`src/rtl/gps_fe_pkg.sv`:
```
// Shared constants, capture FSM state type and test-pattern LFSR step for the
// GPS front-end sample capture block.
package gps_fe_pkg;

  localparam int SYNC_STAGES = 2;

  localparam int             LFSR_W    = 7;
  localparam logic [LFSR_W-1:0] LFSR_SEED = 7'h7F;
  // x^7 + x^6 + 1: feedback taken from bits 6 and 5
  localparam logic [LFSR_W-1:0] LFSR_TAPS = 7'h60;

  typedef enum logic {
    IDLE = 1'b0,
    FILL = 1'b1
  } capture_state_t;

  function automatic logic [LFSR_W-1:0] lfsr_step(input logic [LFSR_W-1:0] s);
    return {s[LFSR_W-2:0], ^(s & LFSR_TAPS)};
  endfunction

endpackage

```
`src/rtl/fe_sync_edge.sv`:
```
// Two-flop synchroniser for the front-end clock and data pins, with a third
// clock flop used to produce a one-cycle rising-edge strobe.
module fe_sync_edge
  import gps_fe_pkg::*;
#(
  parameter int W = 2
) (
  input  logic         clk,
  input  logic         reset,
  input  logic         fe_clk,
  input  logic [W-1:0] fe_data,
  output logic [W-1:0] data_sync,
  output logic         edge_pulse
);

  // clk_sr[0] = sync1, [1] = sync2, [2] = sync3
  logic [SYNC_STAGES:0]            clk_sr;
  logic [SYNC_STAGES-1:0][W-1:0]   data_sr;

  always_ff @(posedge clk or posedge reset) begin
    if (reset) begin
      clk_sr  <= '0;
      data_sr <= '0;
    end else begin
      clk_sr  <= {clk_sr[SYNC_STAGES-1:0], fe_clk};
      data_sr <= {data_sr[SYNC_STAGES-2:0], fe_data};
    end
  end

  assign edge_pulse = clk_sr[SYNC_STAGES-1] & ~clk_sr[SYNC_STAGES];
  assign data_sync  = data_sr[SYNC_STAGES-1];

endmodule

```
`src/rtl/frontend_sample_capture.sv`:
```
// Packs synchronised front-end samples into words behind a one-entry holding
// register. Define FE_TEST_PATTERN_EN to add test_mode and the LFSR source.
module frontend_sample_capture
  import gps_fe_pkg::*;
#(
  parameter int SAMPLE_BITS = 2,
  parameter int PACK        = 8,
  parameter int DROP_W      = 16
) (
  input  logic                        clk,
  input  logic                        reset,
  input  logic                        enable,
  input  logic                        fe_clk_in,
  input  logic [SAMPLE_BITS-1:0]      fe_data_in,
`ifdef FE_TEST_PATTERN_EN
  input  logic                        test_mode,
`endif
  output logic [SAMPLE_BITS*PACK-1:0] word_out,
  output logic                        word_valid,
  input  logic                        word_ready,
  input  logic                        clear_overflow,
  output logic                        overflow,
  output logic [DROP_W-1:0]           drop_count
);

  localparam int WORD_W = SAMPLE_BITS * PACK;
  localparam int IDX_W  = $clog2(PACK);

  // Handshake: a word transfers on any clk edge where word_valid & word_ready;
  // word_valid never drops without a transfer, word_out is stable while valid.

  logic [SAMPLE_BITS-1:0] data_sync;
  logic                   fe_edge;
  logic [SAMPLE_BITS-1:0] sample;

  capture_state_t   state_q, state_d;
  logic             capture;
  logic [IDX_W-1:0] idx_q;
  logic [WORD_W-1:0] pack_q;
  logic             done_q;
  logic             last_sample;
  logic             drop;

  fe_sync_edge #(.W(SAMPLE_BITS)) u_sync (
    .clk        (clk),
    .reset      (reset),
    .fe_clk     (fe_clk_in),
    .fe_data    (fe_data_in),
    .data_sync  (data_sync),
    .edge_pulse (fe_edge)
  );

`ifdef FE_TEST_PATTERN_EN
  logic [LFSR_W-1:0] lfsr_q;
  logic [LFSR_W-1:0] lfsr_next;

  assign lfsr_next = lfsr_step(lfsr_q);

  always_ff @(posedge clk or posedge reset) begin
    if (reset)                    lfsr_q <= LFSR_SEED;
    else if (fe_edge && test_mode) lfsr_q <= lfsr_next;
  end

  assign sample = test_mode ? lfsr_next[SAMPLE_BITS-1:0] : data_sync;
`else
  assign sample = data_sync;
`endif

  assign last_sample = (idx_q == IDX_W'(PACK - 1));

  always_comb begin
    state_d = state_q;
    capture = 1'b0;
    case (state_q)
      IDLE: if (enable) state_d = FILL;
      FILL: begin
        if (!enable) state_d = IDLE;
        else         capture = fe_edge;
      end
      default: state_d = IDLE;
    endcase
  end

  always_ff @(posedge clk or posedge reset) begin
    if (reset) state_q <= IDLE;
    else       state_q <= state_d;
  end

  // Leaving or sitting in IDLE forgets the partial word by rewinding idx.
  always_ff @(posedge clk or posedge reset) begin
    if (reset) begin
      idx_q  <= '0;
      pack_q <= '0;
      done_q <= 1'b0;
    end else begin
      done_q <= capture && last_sample;
      if (state_d == IDLE) begin
        idx_q <= '0;
      end else if (capture) begin
        pack_q[int'(idx_q)*SAMPLE_BITS +: SAMPLE_BITS] <= sample;
        idx_q <= last_sample ? '0 : idx_q + 1'b1;
      end
    end
  end

  assign drop = done_q && word_valid && !word_ready;

  always_ff @(posedge clk or posedge reset) begin
    if (reset) begin
      word_out   <= '0;
      word_valid <= 1'b0;
      overflow   <= 1'b0;
      drop_count <= '0;
    end else begin
      if (done_q && !drop) begin
        word_out   <= pack_q;
        word_valid <= 1'b1;
      end else if (word_valid && word_ready) begin
        word_valid <= 1'b0;
      end
      // a drop in the same cycle as clear_overflow keeps the flag set
      if (drop)                overflow <= 1'b1;
      else if (clear_overflow) overflow <= 1'b0;
      if (drop && drop_count != {DROP_W{1'b1}})
        drop_count <= drop_count + 1'b1;
    end
  end

endmodule

```
`config.mk`:
```
export PLATFORM = sky130hd
export DESIGN_NAME = frontend_sample_capture
export DESIGN_NICKNAME = d
export VERILOG_FILES = /design/src/rtl/gps_fe_pkg.sv /design/src/rtl/fe_sync_edge.sv /design/src/rtl/frontend_sample_capture.sv
export SDC_FILE = /design/constraint.sdc
export NUM_CORES = 1
export LEC_CHECK = 0
export ABC_CLOCK_PERIOD_IN_PS = 2100
export BUFFER_PORTS_ARGS = -buffer_cell sky130_fd_sc_hd__clkbuf_2
export CAP_MARGIN = 5
export CORE_AREA = 2 2 77 79
export DETAILED_ROUTE_END_ITERATION = 12
export DIE_AREA = 0 0 79 81
export PLACE_DENSITY = 0.83
export SLEW_MARGIN = 20
export SYNTH_ARGS = -nofsm -noshare
export SYNTH_HDL_FRONTEND = slang
export SYNTH_HIERARCHICAL = 1
export SYNTH_SLANG_ARGS = --single-unit
```
`constraint.sdc`:
```
create_clock -name clk -period 2.1 [get_ports clk]
set_input_delay 0.21 -clock clk [delete_from_list [all_inputs] [get_ports clk]]
set_output_delay 0.21 -clock clk [all_outputs]
set_load 0.005 [all_outputs]
```
==> results of run 1 <==
-- power breakdown --
group / total [W] / internal, W / switching [W]
registers: 0.00123 / 0.00122 / 0.0000126
clock network: 0.00105 / 0.000607 / 0.000440
logic: 0.0000929 / 0.0000433 / 0.0000497
total: 0.00237 / 0.00187 / 0.000502
-- cell type report --
| type | count | share of cell area, % |
|---|---|---|
| flip-flops and latches | 62 | 46.9 |
| multi-input cells | 136 | 34.5 |
| clock inverters | 4 | 1.36 |
| well taps | 75 | 2.84 |
| clock buffers | 12 | 4.69 |
| inverters | 9 | 1.02 |
| repair buffers | 49 | 8.70 |
-- cells by family after synthesis --
| kind of cell | count (synthesis) | synth area share, % |
|---|---|---|
| mux | 31 | 12.9 |
| compound gates | 8 | 1.57 |
| buf+inv | 14 | 2.59 |
| simple gates | 77 | 18.4 |
| flops | 62 | 57.2 |
| fa+ha+maj | 6 | 2.77 |
| xor+xnor | 14 | 4.52 |
-- state kept, by name (all words and copies together), names as in the netlist --
| name | flops |
|---|---|
| word_out | 16 |
| drop_count | 16 |
| u_sync/data_sync | 2 |
| idx_q | 3 |
| word_valid | 1 |
| u_sync/data_sr | 2 |
| state_q | 1 |
| overflow | 1 |
| pack_q | 16 |
| done_q | 1 |
| u_sync/clk_sr | 3 |
-- through the flow --
step,hold slack (ns),total power (W)
5_1_grt,0.0677,0.00247
3_5_place_dp,0.158,0.00134
3_3_place_gp,0.142,0.00133
4_1_cts,0.0503,0.00239
6_report,0.0636,0.00237
2_1_floorplan,0.0134,0.00131
-- worst max-delay path, cell delays in order, from the launching register on --
cell	delay, ns
dfrtp_1	0.41
inv_1	0.11
ha_4	0.16
ha_4	0.21
or3b_2	0.52
nor2_2	0.14
mux2_2	0.34
-- layout by cell type (no fill, tap or decap), drive strengths merged, types with 3 or more instances in the layout --
cell         Yosys  layout
nand2b           3       3
nor3             5       5
clkinv           0       3
o21ai            5       5
nand4            7       7
nand2           11      11
clkbuf           0      53
xor2            10      10
ha               6       6
nor2b            4       4
xnor2            4       4
buf              5       4
nor4             7       7
inv              9       9
dfrtp           62      62
and2             3       3
nor2            13      13
dlygate4sd3      0       4
nand3            8       8
mux2            31      31
-- how the worst min path moves through the flow --
stage	from	endpoint
finish	enable	state_q$_DFF_PP0_
global route	enable	state_q$_DFF_PP0_
CTS	enable	state_q$_DFF_PP0_
detailed placement	reset	u_sync/clk_sr[0]$_DFF_PP0_
global placement	reset	u_sync/data_sr[0]$_DFF_PP0_
floorplan	reset	u_sync/clk_sr[0]$_DFF_PP0_
-- routing by layer --
layer  global-route usage, %  wire, microns
met1                    18.9           2070
met5                       0              0
met3                    3.67            177
met4                    8.62             87
met2                    29.8           2590
-- what timing repair did --
action                     CTS  global route
pin swaps                    0             0
setup endpoints to repair    4             8
hold buffers                 4             0
buffers inserted             0             0
hold endpoints to repair    28             0
resized for setup            0             8
==> results.sh, run 1 <==
export IMPL_wl_per_cell_microns=14.2
export IMPL_synth_ff_type="dfrtp_1"
export IMPL_grt_pass1_wl_microns=8120
export IMPL_final_cell_count_no_fill=347
export IMPL_start_util_pct=47.8
export IMPL_power_leakage_nw=1.68
export IMPL_n_fill_cell=496
export IMPL_fmax_mhz=495
export IMPL_io_pins=42
export IMPL_ys_seq_area_share_pct=57.2
export IMPL_postSynth_asyncResetShare_pct=100
export IMPL_fin_ws_ns=0.0789
export IMPL_wirelength_microns=4920
export IMPL_end_kind="flip-flop"
export IMPL_synth_top_cell_by_area="dfrtp_1"
export IMPL_yosysMostFrequentCell="dfrtp_1"
export IMPL_drt_iter0_drc=48
export IMPL_start_kind="flip-flop"
export IMPL_max_slew_margin_rel_pct=67.9
export IMPL_antenna_found_initial=0
export IMPL_min_path_type="input pin to flip-flop"
export IMPL_drv_slew=0
export IMPL_synthesis_area_sq_um=2710
export IMPL_rows=28
export IMPL_crit_end="pack_q[11]$_DFFE_PP0P_"
export IMPL_seq_area_sq_um=1550
export IMPL_critPathArrivalTime_ns=2.24
export IMPL_die_y_microns=81
export IMPL_fin_setup_tns_ns=0
export IMPL_r2r_end="pack_q[11]$_DFFE_PP0P_"
export IMPL_drive_gt1_share_pct=40.1
export IMPL_track_usage_pct=16.7
export IMPL_clk_pin_slew_worst_paths_ns=0.07
export IMPL_clock_latency_ns=0.33
export IMPL_worstMarginPinSlew_ns=0.478
export IMPL_place_gp_congestion=0.860
export IMPL_power_density_nw_per_um2=716
export IMPL_cts_tree="done"
export IMPL_core_area_sq_um=5680
export IMPL_cp_required_ns=2.32
export IMPL_finalNetCount=281
export IMPL_setup_viol=0
export IMPL_synth_seq_cells=62
export IMPL_drtPass1Iterations=4
export IMPL_finalCritPeriodShare_pct=96.2
export IMPL_critPathMaxFanout=7
export IMPL_finClkSkew_ns=0.00433
export IMPL_fp_dieW_microns=79
export IMPL_synthTopCellsByArea="dfrtp_1, mux2_2, xor2_1"
export IMPL_synth_fp_nets=226
export IMPL_vias_per_cell=5.12
export IMPL_dieArea_sq_um=6400
export IMPL_r2r_start="idx_q[1]$_DFFE_PP0P_"
export IMPL_min_period_ns=2.02
export IMPL_hold_viol=0
export IMPL_maxCapViolations=0
export IMPL_synth_top_area_share_pct=57.2
export IMPL_startpoint="idx_q[1]$_DFFE_PP0P_"
export IMPL_diodes=0
export IMPL_root_buffer="clkbuf_8"
export IMPL_htreeDepth=3
export IMPL_synth_edf_count=0
export IMPL_peakVddDrop_uv=473
export IMPL_drc=0
export IMPL_stdcell_area_sq_um=3310
export IMPL_avgSynthCellArea_sq_um=12.8
export IMPL_dpl_hpwl_microns=3550
export IMPL_grt_pass1_vias=1780
export IMPL_syn_inst=212
export IMPL_synth_top_cells_by_count="dfrtp_1, mux2_2, nor2_1, nand2_1, xor2_1"
export IMPL_io_buffer_count=41
export IMPL_clkSinkCount=62
export IMPL_vias=1777
export IMPL_worstRegToRegCells=6
export IMPL_ant_nets=0
export IMPL_critPathKind="flip-flop to flip-flop"
export IMPL_grt_overflow=0
export IMPL_dp_cells=327
export IMPL_clock_path_buffers=2
export IMPL_dp_slack_ns=0.0350
export IMPL_regToRegSetupSlack_ns=0.08
export IMPL_hold_depth=1
export IMPL_multiInputGateArea_sq_um=1140
export IMPL_grt_start_max_net_pins=38
export IMPL_synth_cell_types=38
export IMPL_area_delta_synth_final_pct=22.1
export IMPL_place_area_sq_um=3030
export IMPL_status="completed"
export IMPL_fin_util_pct=58.3
export IMPL_cts_buffers=9
export IMPL_ys_warn_count=6
Note: power is estimated with default switching activity, not from simulation.
==> run 2, diff against run 1 <==
--- a/config.mk
+++ b/config.mk
@@ -9,9 +9,11 @@
 export BUFFER_PORTS_ARGS = -buffer_cell sky130_fd_sc_hd__clkbuf_2
 export CAP_MARGIN = 5
 export CORE_AREA = 2 2 77 79
+export CTS_BUF_LIST = sky130_fd_sc_hd__clkbuf_4
 export DETAILED_ROUTE_END_ITERATION = 12
 export DIE_AREA = 0 0 79 81
 export PLACE_DENSITY = 0.83
+export SKIP_CTS_REPAIR_TIMING = 1
 export SLEW_MARGIN = 20
 export SYNTH_ARGS = -nofsm -noshare
 export SYNTH_HDL_FRONTEND = slang
==> run 2 against run 1 <==
Against the previous run:
- clock skew up 0.0033 ns
- register-to-register slack about the same
- worst hold slack worse by 0.047 ns
- via count up 0.68%
- critical endpoint is now pack_q[13]$_DFFE_PP0P_
- largest power group unchanged
==> results.sh, run 2 (same netlist as run 1, synthesis figures left out) <==
export IMPL_drive_gt1_share_pct=39.6
export IMPL_power_leakage_nw=1.65
export IMPL_vias=1789
export IMPL_dp_cells=327
export IMPL_dp_slack_ns=0.0350
export IMPL_setup_viol=0
export IMPL_place_gp_congestion=0.860
export IMPL_io_buffer_count=41
export IMPL_p_comb_share_pct=4.3
export IMPL_mostFrequentLayoutCell="dfrtp_1"
export IMPL_finalCritPeriodShare_pct=96.5
export IMPL_fp_dieW_microns=79
export IMPL_vias_per_cell=5.14
export IMPL_worstMarginPinSlew_ns=0.488
export IMPL_finalNetCount=282
export IMPL_clkSinkCount=62
export IMPL_hold_viol=0
export IMPL_core_area_sq_um=5680
export IMPL_status="completed"
export IMPL_diodes=0
export IMPL_ant_nets=0
export IMPL_crit_end="pack_q[13]$_DFFE_PP0P_"
export IMPL_area_delta_synth_final_pct=19.0
export IMPL_fmax_mhz=493
export IMPL_cts_tree="done"
export IMPL_peakVddDrop_uv=442
export IMPL_final_cell_mix="dfrtp_1, clkbuf_2, mux2_2"
export IMPL_fin_setup_tns_ns=0
export IMPL_n_fill_cell=513
export IMPL_start_kind="flip-flop"
export IMPL_power_frac_clock_pct=37.0
export IMPL_multiInputGateArea_sq_um=1120
export IMPL_grt_overflow=0
export IMPL_root_buffer="clkbuf_4"
export IMPL_drt_iter0_drc=33
export IMPL_maxCapViolations=0
export IMPL_drc=0
export IMPL_clk_pin_slew_worst_paths_ns=0.10
export IMPL_min_period_ns=2.03
export IMPL_largestRegisters="drop_count x16, pack_q x16, word_out x16"
export IMPL_min_path_type="input pin to flip-flop"
export IMPL_r2r_start="idx_q[1]$_DFFE_PP0P_"
export IMPL_drtPass1Iterations=6
export IMPL_p_seq_share_pct=58.6
export IMPL_max_slew_margin_rel_pct=67.2
export IMPL_start_util_pct=47.8
export IMPL_grt_pass1_vias=1775
export IMPL_htreeDepth=3
export IMPL_rsz0062_at_grt="yes"
export IMPL_end_kind="flip-flop"
export IMPL_rows=28
export IMPL_p_switching_w=0.000474
export IMPL_die_y_microns=81
export IMPL_critPathMaxFanout=7
export IMPL_drv_slew=0
export IMPL_critPathKind="flip-flop to flip-flop"
export IMPL_seq_area_sq_um=1550
export IMPL_regToRegSetupSlack_ns=0.07
export IMPL_worstRegToRegCells=6
export IMPL_grt_pass1_wl_microns=8050
export IMPL_grt_start_max_net_pins=38
export IMPL_cts_buffers=9
export IMPL_antenna_found_initial=0
export IMPL_finClkSkew_ns=0.00761
export IMPL_critPathArrivalTime_ns=2.31
export IMPL_cp_required_ns=2.39
export IMPL_dpl_hpwl_microns=3550
export IMPL_power_density_nw_per_um2=650
export IMPL_clock_path_buffers=2
export IMPL_track_usage_pct=16.7
export IMPL_final_cell_count_no_fill=348
export IMPL_fin_ws_ns=0.0732
export IMPL_swShare_pct=22.6
export IMPL_r2r_end="pack_q[13]$_DFFE_PP0P_"
export IMPL_p_int_w=0.00162
export IMPL_wl_per_cell_microns=13.8
export IMPL_io_pins=42
export IMPL_total_power_w=0.00210
export IMPL_dieArea_sq_um=6400
export IMPL_startpoint="idx_q[1]$_DFFE_PP0P_"
export IMPL_wirelength_microns=4810
export IMPL_clock_latency_ns=0.39
run 2: cell types whose count changed in the layout (fill, tap and decap cells not counted), moves of 2 or more:
| cell | delta |
|---|---|
| clkbuf_4 | +10 |
| clkbuf_8 | -11 |
| clkinv_1 | +2 |
| nor2_4 | -2 |
| nor2_2 | +2 |
run 2: layer usage:
layer | GRT usage, % | share of wire [%]
met4 | 9.83 | 2.2
met5 | 0 | 0
met1 | 18.6 | 41
met3 | 4.00 | 4.1
met2 | 29.1 | 52
run 2: layout make-up:
cell class | count | area share, %
Tap cell | 75 | 2.91
Clock buffer | 10 | 2.33
Sequential cell | 62 | 48.1
Inverter | 9 | 1.05
Clock inverter | 6 | 1.63
Timing Repair Buffer | 50 | 9.23
Multi-Input combinational cell | 136 | 34.8
run 2: worst min-delay path by stage:
stage / cells after the start / from / endpoint
2_1_floorplan: 1 / reset / u_sync/clk_sr[0]$_DFF_PP0_
3_3_place_gp: 2 / reset / u_sync/data_sr[0]$_DFF_PP0_
3_5_place_dp: 2 / reset / u_sync/clk_sr[0]$_DFF_PP0_
4_1_cts: 2 / reset / u_sync/clk_sr[0]$_DFF_PP0_
5_1_grt: 2 / clear_overflow / overflow$_DFFE_PP0P_
6_report: 2 / clear_overflow / overflow$_DFFE_PP0P_
run 2: through the flow:
step	instance area, sq um	hold WS (ns)	utilization (%)
after detailed placement	3030	0.158	53.4
final	3230	0.0168	56.8
after floorplan	2730	0.0134	-
after global routing	3230	0.0131	56.8
after global placement	3030	0.142	53.4
after CTS	3160	-0.286	55.7
run 2: power by group through the flow:
stage | logic [W] | registers [W] | clock network [W]
CTS | 0.0000845 | 0.00123 | 0.000805
global route | 0.000103 | 0.00123 | 0.000865
finish | 0.0000908 | 0.00123 | 0.000777
floorplan | 0.0000602 | 0.00125 | 0
detailed placement | 0.0000844 | 0.00125 | 0
global placement | 0.0000814 | 0.00125 | 0
run 2: critical path, cell delays in order (launching register included):
cell,delay (ns)
dfrtp_1,0.42
inv_1,0.07
ha_2,0.20
ha_4,0.22
or3b_2,0.51
nor2_2,0.16
mux2_2,0.34
